**src/rtl/dither_pkg.sv**
```systemverilog
// Shared types and constants for the ordered dither stream.
// Holds the mode encoding, the 4x4 Bayer matrix and threshold scaling.
package dither_pkg;

    typedef enum logic [1:0] {
        MODE_TRUNC    = 2'd0,
        MODE_ORDERED  = 2'd1,
        MODE_TEMPORAL = 2'd2,
        MODE_ERRDIFF  = 2'd3
    } mode_e;

    // Row-major, indexed by {y, x}
    localparam logic [3:0] BAYER [16] = '{
        4'd0,  4'd8,  4'd2,  4'd10,
        4'd12, 4'd4,  4'd14, 4'd6,
        4'd3,  4'd11, 4'd1,  4'd9,
        4'd15, 4'd7,  4'd13, 4'd5
    };

    function automatic logic [7:0] threshold_scale(
        input logic [3:0] t,
        input int         frac_w
    );
        logic [7:0] w;
        w = {4'b0, t};
        if (frac_w >= 4) return w << (frac_w - 4);
        else             return w >> (4 - frac_w);
    endfunction

endpackage

```
**src/rtl/dither_channel.sv**
```systemverilog
// Per-channel quantiser: truncate, ordered threshold bump with saturation.
// Error-diffusion carry exists only when DITHER_ERRDIFF_EN is defined.
module dither_channel
    import dither_pkg::*;
#(
    parameter int IN_W  = 8,
    parameter int OUT_W = 4
) (
    input  logic             clk,
    input  logic             rst_n,
    input  logic             load,
    input  logic [IN_W-1:0]  pix,
    input  logic [3:0]       t,
    input  mode_e            mode,
    input  logic             sof,
    input  logic             eol,
    output logic [OUT_W-1:0] q
);
    localparam int FRAC_W = IN_W - OUT_W;

    logic [OUT_W-1:0]  hi;
    logic [FRAC_W-1:0] lo;
    logic [7:0]        ts;
    logic              bump;
    logic [OUT_W-1:0]  ord_q;

    assign hi    = pix[IN_W-1:FRAC_W];
    assign lo    = pix[FRAC_W-1:0];
    assign ts    = threshold_scale(t, FRAC_W);
    assign bump  = (hi != '1) && (8'(lo) > ts);
    assign ord_q = hi + OUT_W'(bump);

`ifdef DITHER_ERRDIFF_EN
    logic [FRAC_W-1:0] carry;
    logic [FRAC_W-1:0] cin;
    logic [IN_W:0]     v;
    logic              sat;
    logic [OUT_W-1:0]  ed_q;

    assign cin  = sof ? '0 : carry;
    assign v    = {1'b0, pix} + (IN_W+1)'(cin);
    assign sat  = v[IN_W];
    assign ed_q = sat ? '1 : v[IN_W-1:FRAC_W];

    // Carry is only meaningful within one error-diffusion line
    always_ff @(posedge clk or negedge rst_n) begin
        if (!rst_n) begin
            carry <= '0;
        end else if (load) begin
            if (mode != MODE_ERRDIFF || eol || sat) carry <= '0;
            else                                    carry <= v[FRAC_W-1:0];
        end
    end
`else
    logic unused_ed;
    assign unused_ed = ^{clk, rst_n, load, sof, eol};
`endif

    always_comb begin
        q = hi;
        case (mode)
            MODE_ORDERED,
            MODE_TEMPORAL: q = ord_q;
`ifdef DITHER_ERRDIFF_EN
            MODE_ERRDIFF:  q = ed_q;
`endif
            default:       q = hi;
        endcase
    end

endmodule

```
**src/rtl/ordered_dither_stream.sv**
```systemverilog
// Streaming 4x4 Bayer colour-depth reducer, 2-stage valid/ready pipeline.
// Define DITHER_ERRDIFF_EN to enable mode 3 (1-D error diffusion).
module ordered_dither_stream
    import dither_pkg::*;
#(
    parameter int IN_W     = 8,
    parameter int OUT_W    = 4,
    parameter int CHANNELS = 3
) (
    input  logic                      clk,
    input  logic                      rst_n,
    input  logic [1:0]                mode,
    input  logic                      s_valid,
    output logic                      s_ready,
    input  logic [CHANNELS*IN_W-1:0]  s_data,
    input  logic                      s_sof,
    input  logic                      s_eol,
    output logic                      m_valid,
    input  logic                      m_ready,
    output logic [CHANNELS*OUT_W-1:0] m_data,
    output logic                      m_sof,
    output logic                      m_eol
);
    localparam int FRAC_W = IN_W - OUT_W;

    if (FRAC_W < 1 || FRAC_W > 8) begin : g_bad_width
        $error("ordered_dither_stream: IN_W-OUT_W must be 1..8");
    end

    logic v1, v2, ld1, ld2, acc, adv;

    assign ld2     = !v2 || m_ready;
    assign ld1     = !v1 || ld2;
    assign s_ready = ld1;
    assign acc     = s_valid && s_ready;
    assign adv     = v1 && ld2;
    assign m_valid = v2;

    logic [1:0] x, y, fc, frame_fc;
    logic [1:0] x_use, y_use, fc_use, tx, ty;
    mode_e      frame_mode, mode_use;
    logic [3:0] t_next;

    // Temporal rotation: fc[0] shifts a column, fc[1] shifts half the matrix
    always_comb begin
        x_use    = s_sof ? 2'd0 : x;
        y_use    = s_sof ? 2'd0 : y;
        fc_use   = s_sof ? fc : frame_fc;
        mode_use = s_sof ? mode_e'(mode) : frame_mode;
        tx       = x_use;
        ty       = y_use;
        if (mode_use == MODE_TEMPORAL) begin
            tx = x_use + {1'b0, fc_use[0]};
            ty = y_use + {fc_use[1], 1'b0};
        end
        t_next = BAYER[{ty, tx}];
    end

    always_ff @(posedge clk or negedge rst_n) begin
        if (!rst_n) begin
            x          <= '0;
            y          <= '0;
            fc         <= '0;
            frame_fc   <= '0;
            frame_mode <= MODE_TRUNC;
        end else if (acc) begin
            x <= s_eol ? 2'd0 : x_use + 2'd1;
            y <= s_eol ? y_use + 2'd1 : y_use;
            if (s_sof) begin
                fc         <= fc + 2'd1;
                frame_fc   <= fc;
                frame_mode <= mode_use;
            end
        end
    end

    logic [CHANNELS*IN_W-1:0] d1;
    logic                     sof1, eol1;
    logic [3:0]               t1;
    mode_e                    mode1;

    always_ff @(posedge clk or negedge rst_n) begin
        if (!rst_n) begin
            v1    <= 1'b0;
            d1    <= '0;
            sof1  <= 1'b0;
            eol1  <= 1'b0;
            t1    <= '0;
            mode1 <= MODE_TRUNC;
        end else if (ld1) begin
            v1 <= s_valid;
            if (s_valid) begin
                d1    <= s_data;
                sof1  <= s_sof;
                eol1  <= s_eol;
                t1    <= t_next;
                mode1 <= mode_use;
            end
        end
    end

    logic [CHANNELS*OUT_W-1:0] q;

    for (genvar c = 0; c < CHANNELS; c++) begin : g_ch
        dither_channel #(
            .IN_W  (IN_W),
            .OUT_W (OUT_W)
        ) u_ch (
            .clk   (clk),
            .rst_n (rst_n),
            .load  (adv),
            .pix   (d1[c*IN_W +: IN_W]),
            .t     (t1),
            .mode  (mode1),
            .sof   (sof1),
            .eol   (eol1),
            .q     (q[c*OUT_W +: OUT_W])
        );
    end

    always_ff @(posedge clk or negedge rst_n) begin
        if (!rst_n) begin
            v2     <= 1'b0;
            m_data <= '0;
            m_sof  <= 1'b0;
            m_eol  <= 1'b0;
        end else if (ld2) begin
            v2 <= v1;
            if (v1) begin
                m_data <= q;
                m_sof  <= sof1;
                m_eol  <= eol1;
            end
        end
    end

endmodule

```
**config.mk**
```make
export PLATFORM = sky130hd
export DESIGN_NAME = ordered_dither_stream
export DESIGN_NICKNAME = d
export VERILOG_FILES = /design/src/rtl/dither_pkg.sv /design/src/rtl/dither_channel.sv /design/src/rtl/ordered_dither_stream.sv
export SDC_FILE = /design/constraint.sdc
export NUM_CORES = 1
export LEC_CHECK = 0
export ABC_AREA = 1
export CELL_PAD_IN_SITES_DETAIL_PLACEMENT = 0
export CELL_PAD_IN_SITES_GLOBAL_PLACEMENT = 2
export CORE_UTILIZATION = 30
export CTS_CLUSTER_SIZE = 25
export DETAILED_ROUTE_END_ITERATION = 10
export PLACE_DENSITY = 0.88
export SLEW_MARGIN = 5
export SYNTH_ARGS = -nofsm -noshare
export SYNTH_HDL_FRONTEND = slang
export SYNTH_HIERARCHICAL = 1
export SYNTH_SLANG_ARGS = --single-unit
export TNS_END_PERCENT = 100
```
**constraint.sdc**
```tcl
create_clock -name clk -period 1.9 [get_ports clk]
set_input_delay 0.285 -clock clk [delete_from_list [all_inputs] [get_ports clk]]
set_output_delay 0.285 -clock clk [all_outputs]
set_load 0.02 [all_outputs]
```
==> reports/qor.csv <==
stage,metric,value,unit
route,ant_nets,0,
route,route.detailed.drc,0,
clock_network,clock_latency,340,ps
run,drv_cap,0,
critical_path,cp_max_fo,4,
timing,hold_viol_final,0,
floorplan,die_h,106,um
synth,ys_warn_count,6,
critical_path,path_buf_inv,2,
synth,synth_area,3220,um2
synth,ys_types,24,
global_routing,grt_pass1_vias,2842,
global_routing,track_usage,14.3,%
critical_path,cp-start-kind,flop,
synth,synthSimpleGateAreaFrac,33.8,%
cells_and_area,final_cell_mix,"232 x nand2_1, 58 x dfrtp_1, 51 x inv_1",
synth,yosysTopAreaCellShare,45.1,%
clock_network,clock_sinks,58,
synth,synth-xor-area-share,0.817,%
clock_network,h-tree-depth,3,
global_routing,grt-ovfl-total,0,
power_and_ir_drop,powerDensity,1150,nW/um2
critical_path,r2r_setup_slack,70,ps
critical_path,critPathArrivalTime,2060,ps
place,place_congestion,0.838,
critical_path,slowest_stage,dfrtp_1,
floorplan,num_io_pins,48,
critical_path,max_stage_delay,420,ps
cells_and_area,fin_util,42.1,%
place,port_buffers,47,
synth,syn_nets,499,
synth,synth-adder-area-share,7.39,%
synth,yosysTopAreaCell,dfrtp_1,
cells_and_area,diodes,0,
cells_and_area,finalNetCount,562,
timing,period_share,96.2,%
synth,ys_seq_area_share,45.1,%
floorplan,dieArea,11100,um2
cells_and_area,fillCellCount,1080,
critical_path,critical_path_class,flop to flop,
route,routed-via-count,2779,
timing,drv_slew,0,
route,drt-total-wl,7300,um
critical_path,critPathRequiredTime,2130,ps
route,drt_iter0_markers,106,
synth,synth_compound_area_share,3.93,%
power_and_ir_drop,p_leak,2.30,nW
power_and_ir_drop,peakVddDrop,0.000458,V
synth,synthMuxAreaShare,0,%
timing,fmax,547,MHz
clock_network,cts_tree,done,
clock_network,numCtsBuffers,9,
global_routing,antenna_found_initial,0,
critical_path,path_delay_family,adder cells,
floorplan,start_util,31.0,%
clock_network,clk_pin_slew,60,ps
global_routing,grt_pass1_wl,12700,um
critical_path,cp_common_cell,nand2_1,
cells_and_area,final_common_cell,nand2_1,
worst_hold_path,hold_class,input port to async pin,
place,hpwl,5200,um
critical_path,crit_path_cell_trace,"buf_6, ha_4, nand2_2, inv_1, nand2_1, nand2_1, a21oi_2, ha_2, ha_4, nand2_2, nand2_1, nand2_1, nand2_1",
floorplan,rows,37,
cells_and_area,fin_cells,650,
floorplan,coreArea,10400,um2
route,viasPerCell,4.28,
floorplan,die_w,106,um
synth,ys_seq_elements,58,
cells_and_area,drive_above_1_share,15.0,%
status,status,"complete, no violations",
cells_and_area,design_area,4360,um2
synth,synth_top_family_by_area,simple AND/OR/NAND/NOR gates,
route,firstDrtPassIters,4,
timing,period_needed,1830,ps
synth,avgSynthCellArea,7.18,um2
timing,worstMarginPinSlew,554,ps
clock_network,clockBufferDepth,2,
clock_network,clock-root-buffer,clkbuf_8,
synth,syn_inst,448,
timing,setup_viol,0,
cells_and_area,syn2layout_area_growth,35.6,%
synth,synth_area_leaders,"dfrtp_1 45%, nand2_1 28%, ha_1 7.4%",
timing,grt_setup_unrepaired,yes,
timing,skew,7.67,ps
global_routing,grt_max_degree,37,
place,dpl.cell_count,631,
critical_path,critPathCaptureType,flop,
route,wl_per_cell,11.2,um
timing,slew_headroom,63.1,%
place,post_dp_cell_area,3880,um2
[metal layers]
metal / up-vias / global-route usage [%] / share of wire, %
met5: - / 0 / 0
met4: 0 / 3.97 / 1.2
met3: 10 / 4.08 / 3.7
met2: 45 / 23.2 / 46
met1: 1245 / 18.5 / 49
li1: 1479 / - / -
[registers in the layout (all words and copies together), names as in the netlist]
register / cells
m_sof: 1
frame_fc: 2
t1: 4
m_valid: 1
fc: 2
mode1: 2
x: 2
frame_mode: 2
sof1: 1
m_eol: 1
eol1: 1
v1: 1
d1: 24
m_data: 12
y: 2
[report_power, final]
group	total (W)	internal [W]	leakage [nW]	switching (W)
registers	0.00178	0.00153	0.717	0.000243
clock network	0.00132	0.000832	0.115	0.000489
logic	0.00191	0.000873	1.47	0.00104
[through the flow]
step	hold WS [ps]	total power [W]	setup WS, ps	setup TNS (ps)
2_1_floorplan	-10.6	0.00281	211	0
3_3_place_gp	309	0.00340	-32.3	-57.9
3_5_place_dp	318	0.00342	-67.4	-114
4_1_cts	471	0.00477	11.7	0
5_1_grt	477	0.00543	-130	-641
6_report	468	0.00501	71.4	0
[repair_timing]
item / in CTS / in global routing
hold buffers: 1 / 0
setup endpoints to repair: 0 / 9
buffers inserted: 0 / 4
resized for setup: 0 / 41
hold endpoints to repair: 22 / 0
[layout make-up]
class,count,area [um2],area share [%]
inverters,60,225,5.16
flip-flops and latches,58,1450,33.3
clock inverters,2,60.1,1.38
well taps,136,170,3.90
multi-input cells,320,1690,38.8
repair buffers,62,597,13.7
clock buffers,12,165,3.79
[cells in the mapped netlist]
cell type and number:
nor2_1 9, inv_1 56, nand2_2 1, nand2_4 1, dfrtp_1 58, a21oi_1 6, ha_1 19, a21boi_1 1
nand3_1 8, nor2_2 5, o21ai_0 11, a31oi_1 1, nand3b_1 3, o22ai_1 2, xor2_1 3, buf_2 6
inv_2 4, o21ai_1 3, buf_6 2, clkbuf_1 1, nand3_2 1, buf_4 1, nand2_1 243, nand4_1 3
[worst register-to-register path: cells and delay by family, from the launching register on]
kind | cells | cell delay [ps]
buffers and inverters | 2 | 170
flip-flops | 1 | 420
AND/OR/NAND/NOR | 7 | 380
adder cells (fa/ha/maj) | 3 | 650
AO/OA/AOI/OAI | 1 | 110
[worst paths after layout]
| check | startpoint | end | cells past startpoint |
|---|---|---|---|
| setup / recovery | t1[0] | m_data[5] | 13 |
| hold / removal | rst_n | m_data[6] | 2 |
| setup reg to reg | t1[0] | m_data[5] | 13 |
| hold reg to reg | m_data[3] | m_data[3] | 2 |
| max in group asynchronous | rst_n | frame_fc[0] | 3 |
| min in group clk | m_data[3] | m_data[3] | 2 |
[kinds of logic after synthesis]
logic type / Yosys count
AO/OA/AOI/OAI: 24
AND/OR/NAND/NOR: 274
adder cells (fa/ha/maj): 19
XOR/XNOR: 3
flip-flops: 58
buffers and inverters: 70
Note: power is estimated with default switching activity, not from simulation.
